[config.mk]
export PLATFORM = sky130hd
export DESIGN_NAME = axi_pkt_rr_arbiter_flat
export DESIGN_NICKNAME = d
export VERILOG_FILES = /design/src/rtl/axi_pkt_rr_arbiter_if.sv /design/src/rtl/axi_pkt_rr_arbiter.sv /design/src/flat_wrapper.sv
export SDC_FILE = /design/constraint.sdc
export NUM_CORES = 1
export LEC_CHECK = 0
export ABC_AREA = 1
export CORE_AREA = 8 8 156 158
export DETAILED_ROUTE_END_ITERATION = 8
export DIE_AREA = 0 0 164 166
export PLACE_DENSITY = 0.66
export SLEW_MARGIN = 20
export SYNTH_ARGS = -nofsm -noshare
export SYNTH_HDL_FRONTEND = slang
export SYNTH_SLANG_ARGS = --single-unit
[constraint.sdc]
create_clock -name bus_clk -period 1.9 [get_ports bus_clk]
set_clock_uncertainty 0.15 [all_clocks]
set_input_delay 0.475 -clock bus_clk [delete_from_list [all_inputs] [get_ports bus_clk]]
set_output_delay 0.475 -clock bus_clk [all_outputs]
set_load 0.01 [all_outputs]
[src/rtl/axi_pkt_rr_arbiter_if.sv]
`default_nettype none
// ============================================================================
// Module : axi_pkt_rr_arbiter_if
// Stream bundle between N requester ports and the shared output of the arbiter.
// Rev    : 1.0
// ============================================================================
interface axi_pkt_rr_arbiter_if #(
    parameter int NUM_INPUTS = 4,
    parameter int WIDTH      = 64
);
    logic [NUM_INPUTS*WIDTH-1:0] i_tdata;
    logic [NUM_INPUTS-1:0]       i_tlast;
    logic [NUM_INPUTS-1:0]       i_tvalid;
    logic [NUM_INPUTS-1:0]       i_tready;
    logic [WIDTH-1:0]            o_tdata;
    logic                        o_tlast;
    logic                        o_tvalid;
    logic                        o_tready;

    // Environment side: sources the requests and sinks the merged stream.
    modport master (
        output i_tdata, i_tlast, i_tvalid, o_tready,
        input  i_tready, o_tdata, o_tlast, o_tvalid
    );

    // Arbiter side.
    modport slave (
        input  i_tdata, i_tlast, i_tvalid, o_tready,
        output i_tready, o_tdata, o_tlast, o_tvalid
    );
endinterface

`default_nettype wire

[src/rtl/axi_pkt_rr_arbiter.sv]
`default_nettype none
// ============================================================================
// Module : axi_pkt_rr_arbiter
// Packet-granular round-robin merge of NUM_INPUTS (2..4) streams onto one.
// Rev    : 1.0
// ============================================================================
module axi_pkt_rr_arbiter #(
    parameter int         NUM_INPUTS = 4,
    parameter int         WIDTH      = 64,
    parameter logic [7:0] SR_ENABLE  = 8'd0
) (
    input  wire                 bus_clk,
    input  wire                 bus_rst,
    input  wire                 clear,
    input  wire                 set_stb,
    input  wire  [7:0]          set_addr,
    input  wire  [31:0]         set_data,
    axi_pkt_rr_arbiter_if.slave axis,
    output logic [1:0]          grant_port,
    output logic                busy,
    output logic [31:0]         pkt_count
);

    typedef enum logic [0:0] {
        IDLE  = 1'b0,
        GRANT = 1'b1
    } state_t;

    // Last grant parks on the top port so the first search begins at port 0.
    localparam logic [1:0] c_LAST_GRANT_RST = 2'(NUM_INPUTS - 1);

    state_t                r_state;
    logic [1:0]            r_last_grant;
    logic [1:0]            r_grant_port;
    logic [NUM_INPUTS-1:0] r_enable;
    logic [31:0]           r_pkt_count;

    logic [NUM_INPUTS-1:0] w_cand;
    logic                  w_found;
    logic [1:0]            w_next;
    logic [1:0]            w_scan;
    logic                  w_pkt_done;
    logic                  w_unused;

    assign w_unused = ^set_data;

    // Cyclic search starting one past the previous winner.
    always_comb begin
        w_cand  = axis.i_tvalid & r_enable;
        w_found = 1'b0;
        w_next  = '0;
        w_scan  = '0;
        for (int k = 1; k <= NUM_INPUTS; k++) begin
            w_scan = 2'((int'(r_last_grant) + k) % NUM_INPUTS);
            if (!w_found && w_cand[w_scan]) begin
                w_found = 1'b1;
                w_next  = w_scan;
            end
        end
    end

    always_comb begin
        axis.i_tready = '0;
        axis.o_tdata  = axis.i_tdata[int'(r_grant_port)*WIDTH +: WIDTH];
        axis.o_tlast  = 1'b0;
        axis.o_tvalid = 1'b0;
        if (r_state == GRANT) begin
            axis.o_tlast                = axis.i_tlast[r_grant_port];
            axis.o_tvalid               = axis.i_tvalid[r_grant_port];
            axis.i_tready[r_grant_port] = axis.o_tready;
        end
    end

    assign w_pkt_done = axis.o_tvalid & axis.o_tready & axis.o_tlast;

    // Mask is only sampled in IDLE, so a mid-packet disable never aborts a packet.
    always_ff @(posedge bus_clk) begin
        if (bus_rst) begin
            r_state      <= IDLE;
            r_last_grant <= c_LAST_GRANT_RST;
            r_grant_port <= '0;
            r_pkt_count  <= '0;
            r_enable     <= '1;
        end else begin
            if (set_stb && (set_addr == SR_ENABLE)) begin
                r_enable <= set_data[NUM_INPUTS-1:0];
            end
            if (clear) begin
                r_state      <= IDLE;
                r_last_grant <= c_LAST_GRANT_RST;
                r_grant_port <= '0;
                r_pkt_count  <= '0;
            end else begin
                case (r_state)
                    IDLE: begin
                        if (w_found) begin
                            r_grant_port <= w_next;
                            r_state      <= GRANT;
                        end
                    end
                    GRANT: begin
                        if (w_pkt_done) begin
                            r_state      <= IDLE;
                            r_last_grant <= r_grant_port;
                            r_pkt_count  <= r_pkt_count + 32'd1;
                        end
                    end
                    default: r_state <= IDLE;
                endcase
            end
        end
    end

    assign grant_port = r_grant_port;
    assign busy       = (r_state == GRANT);
    assign pkt_count  = r_pkt_count;

endmodule

`default_nettype wire

[src/flat_wrapper.sv]
// flat-port wrapper written by rule: the top's interface ports become plain ports
module axi_pkt_rr_arbiter_flat 
#(
    parameter int         NUM_INPUTS = 4,
    parameter int         WIDTH      = 64,
    parameter logic [7:0] SR_ENABLE  = 8'd0
)
  (bus_clk, bus_rst, clear, set_stb, set_addr, set_data, grant_port, busy, pkt_count, axis_i_tdata, axis_i_tlast, axis_i_tvalid, axis_o_tready, axis_i_tready, axis_o_tdata, axis_o_tlast, axis_o_tvalid);
  axi_pkt_rr_arbiter_if #(.NUM_INPUTS(NUM_INPUTS), .WIDTH(WIDTH)) axis_i ();
  input  wire bus_clk;
  input  wire bus_rst;
  input  wire clear;
  input  wire set_stb;
  input  wire  [7:0] set_addr;
  input  wire  [31:0] set_data;
  output logic [1:0] grant_port;
  output logic busy;
  output logic [31:0] pkt_count;
  input wire logic [$bits(axis_i.i_tdata)-1:0] axis_i_tdata;
  input wire logic [$bits(axis_i.i_tlast)-1:0] axis_i_tlast;
  input wire logic [$bits(axis_i.i_tvalid)-1:0] axis_i_tvalid;
  input wire logic [$bits(axis_i.o_tready)-1:0] axis_o_tready;
  output wire logic [$bits(axis_i.i_tready)-1:0] axis_i_tready;
  output wire logic [$bits(axis_i.o_tdata)-1:0] axis_o_tdata;
  output wire logic [$bits(axis_i.o_tlast)-1:0] axis_o_tlast;
  output wire logic [$bits(axis_i.o_tvalid)-1:0] axis_o_tvalid;
  assign axis_i.i_tdata = axis_i_tdata;
  assign axis_i.i_tlast = axis_i_tlast;
  assign axis_i.i_tvalid = axis_i_tvalid;
  assign axis_i.o_tready = axis_o_tready;
  assign axis_i_tready = axis_i.i_tready;
  assign axis_o_tdata = axis_i.o_tdata;
  assign axis_o_tlast = axis_i.o_tlast;
  assign axis_o_tvalid = axis_i.o_tvalid;
  axi_pkt_rr_arbiter #(.NUM_INPUTS(NUM_INPUTS), .WIDTH(WIDTH), .SR_ENABLE(SR_ENABLE)) u_core (.bus_clk(bus_clk), .bus_rst(bus_rst), .clear(clear), .set_stb(set_stb), .set_addr(set_addr), .set_data(set_data), .axis(axis_i), .grant_port(grant_port), .busy(busy), .pkt_count(pkt_count));
endmodule
==> metrics.cfg <==
[yosys]
synthesis.area_sq_mm=0.00404
ys_seq_area_frac=0.203
postSynthAreaPerCell_sq_um=5.68
synth_cell_types=25
syn-instance-count=712
synth_seq_cells=41
syn-num-nets=1022
ys_warn_count=0

[cells_and_area]
final_common_cell=clkdlybuf4s50_1
final_core_util=0.493
fin_nets=1494
stdcell_count=1476
final_cell_mix=clkdlybuf4s50_1 (287), nand2_1 (232), a22oi_2 (86)
drive_gt1_frac=0.349
area_delta_synth_final_pct=169

[floorplan]
coreArea_sq_mm=0.0221
die-width_microns=164
num_rows=55
die_y_microns=166
design.die.area_sq_mm=0.0272
io_pins=414
start_util=0.183

[setup_path]
crit_start=u_core.grant_port[1]
r2r_slack_ns=-0.31
worst_ep_required_time_ns=1.27
reg2reg_from=u_core.grant_port[0]
cp-start-kind=flop
endpoint_kind=output pin
reg2reg_depth=15
endpoint=axis_o_tdata[58]
crit_arrival_ns=1.68
rr_endpoint=u_core.pkt_count[5]
path_class=flop to output pin
crit_path_max_fanout=8

[power_and_ir_drop]
p_switching_uw=1250
switching_share=0.326
seqPwrFrac=0.227
p_comb_frac=0.551
total_leakage_power_uw=0.00465
clockPowerShare=0.222
ir_drop_uv=272
power_density_mw_per_mm2=351
internal_power_uw=2580

[placed_design]
gp_congestion=0.990
dp_hpwl_microns=26700
post-place-cells=1418
port_buffers=385

[global_routing]
antenna_found_initial=7
grt_overflow_total=0
grt_pass1_vias=7259
grt_use_total=0.236
grt_max_degree=32
grt_pass1_wl_microns=48400

[worst_hold_path]
hold_class=flop to flop

[route]
antenna_left=0
wl_per_cell_microns=23.4
drtIter0Drc=579
via_count=7134
drt-pass1-iter-count=6
finalWirelength_microns=34600
vias_per_cell=4.83
drc=0

[timing]
finalMaxSlewViolations=0
fin_crit_sh=1.21
tightest_slew_ns=0.388
finalCriticalPeriod_ns=2.30
slew_headroom=0.740
setup_ws_ns=-0.400
max_freq_mhz=435
setup_viol=104
final-hold-violation-count=0
rsz0062_at_grt=yes

[clock_tree]
cts_sinks=41
clkTransAtPathRegs_ns=0.07
cts_tree=yes
worstSkewPairLatency_ns=0.29
cts_buffers=5
htree_levels=2
cts_root_buf=clkbuf_16
hold_buffers=0
cts_buffer_depth=2

[outcome]
status=complete, but fails checks
violations=setup timing

[flow_run]
max_cap_viol_count=0

[stage by stage]
stage,TNS [ns],setup WS [ns],total power [uW],hold WS [ns],instance area (sq um)
after CTS,-33.53,-0.475,3770,0.357,10100
after floorplan,0,0.0456,1320,0.317,4080
after global placement,-51.25,-0.778,2630,0.331,8870
after global routing,-38.52,-0.471,4000,0.351,10900
final,-30.17,-0.400,3820,0.337,10900
after detailed placement,-51.93,-0.822,2630,0.343,8870
[metal layers]
metal / vias to the layer above / track usage / share of wire
met3: 43 / 0.0823 / 0.095
met1: 3373 / 0.274 / 0.39
met4: 2 / 0.0637 / 0.031
met5: - / 0 / 0.00058
met2: 330 / 0.404 / 0.48
li1: 3386 / - / -
[how the worst min path moves through the flow]
stage | from | endpoint | slack [ns] | cells after the start
after floorplan | u_core.r_enable[1] | u_core.r_enable[1] | 0.32 | 2
after global placement | u_core.pkt_count[31] | u_core.pkt_count[31] | 0.33 | 2
after detailed placement | u_core.pkt_count[31] | u_core.pkt_count[31] | 0.34 | 2
after CTS | u_core.pkt_count[24] | u_core.pkt_count[24] | 0.36 | 2
after global routing | u_core.pkt_count[30] | u_core.pkt_count[30] | 0.35 | 2
final | u_core.pkt_count[28] | u_core.pkt_count[28] | 0.34 | 2
[power groups by stage]
stage | clock network, uW | registers, uW | logic, uW
floorplan | 0 | 890 | 427
global placement | 0 | 889 | 1740
detailed placement | 0 | 889 | 1740
CTS | 876 | 868 | 2030
global route | 911 | 868 | 2220
finish | 850 | 867 | 2110
[layout make-up]
type                            count  area [sq um]
Fill cell                        2051         11200
Timing Repair Buffer              502          5410
Multi-Input combinational cell    590          3860
Sequential cell                    41           847
Tap cell                          285           357
Inverter                           41           193
Clock buffer                        5           125
Timing Repair inverter              3          52.6
Clock inverter                      3          17.5
Antenna cell                        6          15.0
[cell usage after synthesis]
cell type / count / area, sq um
buf_2: 2 / 10.0
nor2_1: 55 / 206
nand2_1: 294 / 1100
ha_1: 1 / 12.5
buf_6: 2 / 22.5
inv_2: 4 / 15.0
nor3_2: 1 / 10.0
nor4_1: 1 / 6.26
nor2_2: 2 / 12.5
nand4_1: 8 / 50.1
a22oi_1: 103 / 773
clkinv_1: 1 / 3.75
buf_1: 5 / 18.8
clkbuf_1: 28 / 105
nor3_1: 15 / 75.1
a21oi_1: 35 / 175
buf_4: 3 / 22.5
xor2_1: 14 / 123
o211ai_1: 6 / 45.0
nand3_1: 45 / 225
inv_1: 36 / 135
xnor2_1: 2 / 17.5
nand3b_1: 5 / 37.5
dfxtp_1: 41 / 821
o21ai_0: 3 / 15.0
[registers in the layout (all words and copies together) (netlist names)]
| name | count |
|---|---|
| u_core.r_enable | 4 |
| u_core.pkt_count | 32 |
| u_core.r_last_grant | 2 |
| u_core.busy | 1 |
| u_core.grant_port | 2 |
[kinds of logic after synthesis]
group / Yosys count / share of synthesized area
fa+ha+maj: 1 / 0.00310
compound gates: 147 / 0.250
buf+inv: 81 / 0.0824
simple gates: 426 / 0.427
flops: 41 / 0.203
xor+xnor: 16 / 0.0347
[critical path, cell delays in order (launching register included)]
cell	delay, ns
dfxtp_4	0.40
buf_12	0.11
nor2_4	0.04
buf_12	0.15
buf_16	0.14
buf_6	0.11
a22oi_2	0.15
nand2_2	0.12
buf_12	0.16
[timing repair]
action                                  4_1_cts  5_1_grt
setup buffers                                26       12
gates cloned                                 16        4
resized for setup                           458      189
endpoints found under the setup margin      136      114
pin swaps                                    43       81
Note: power is estimated with default switching activity, not from simulation.
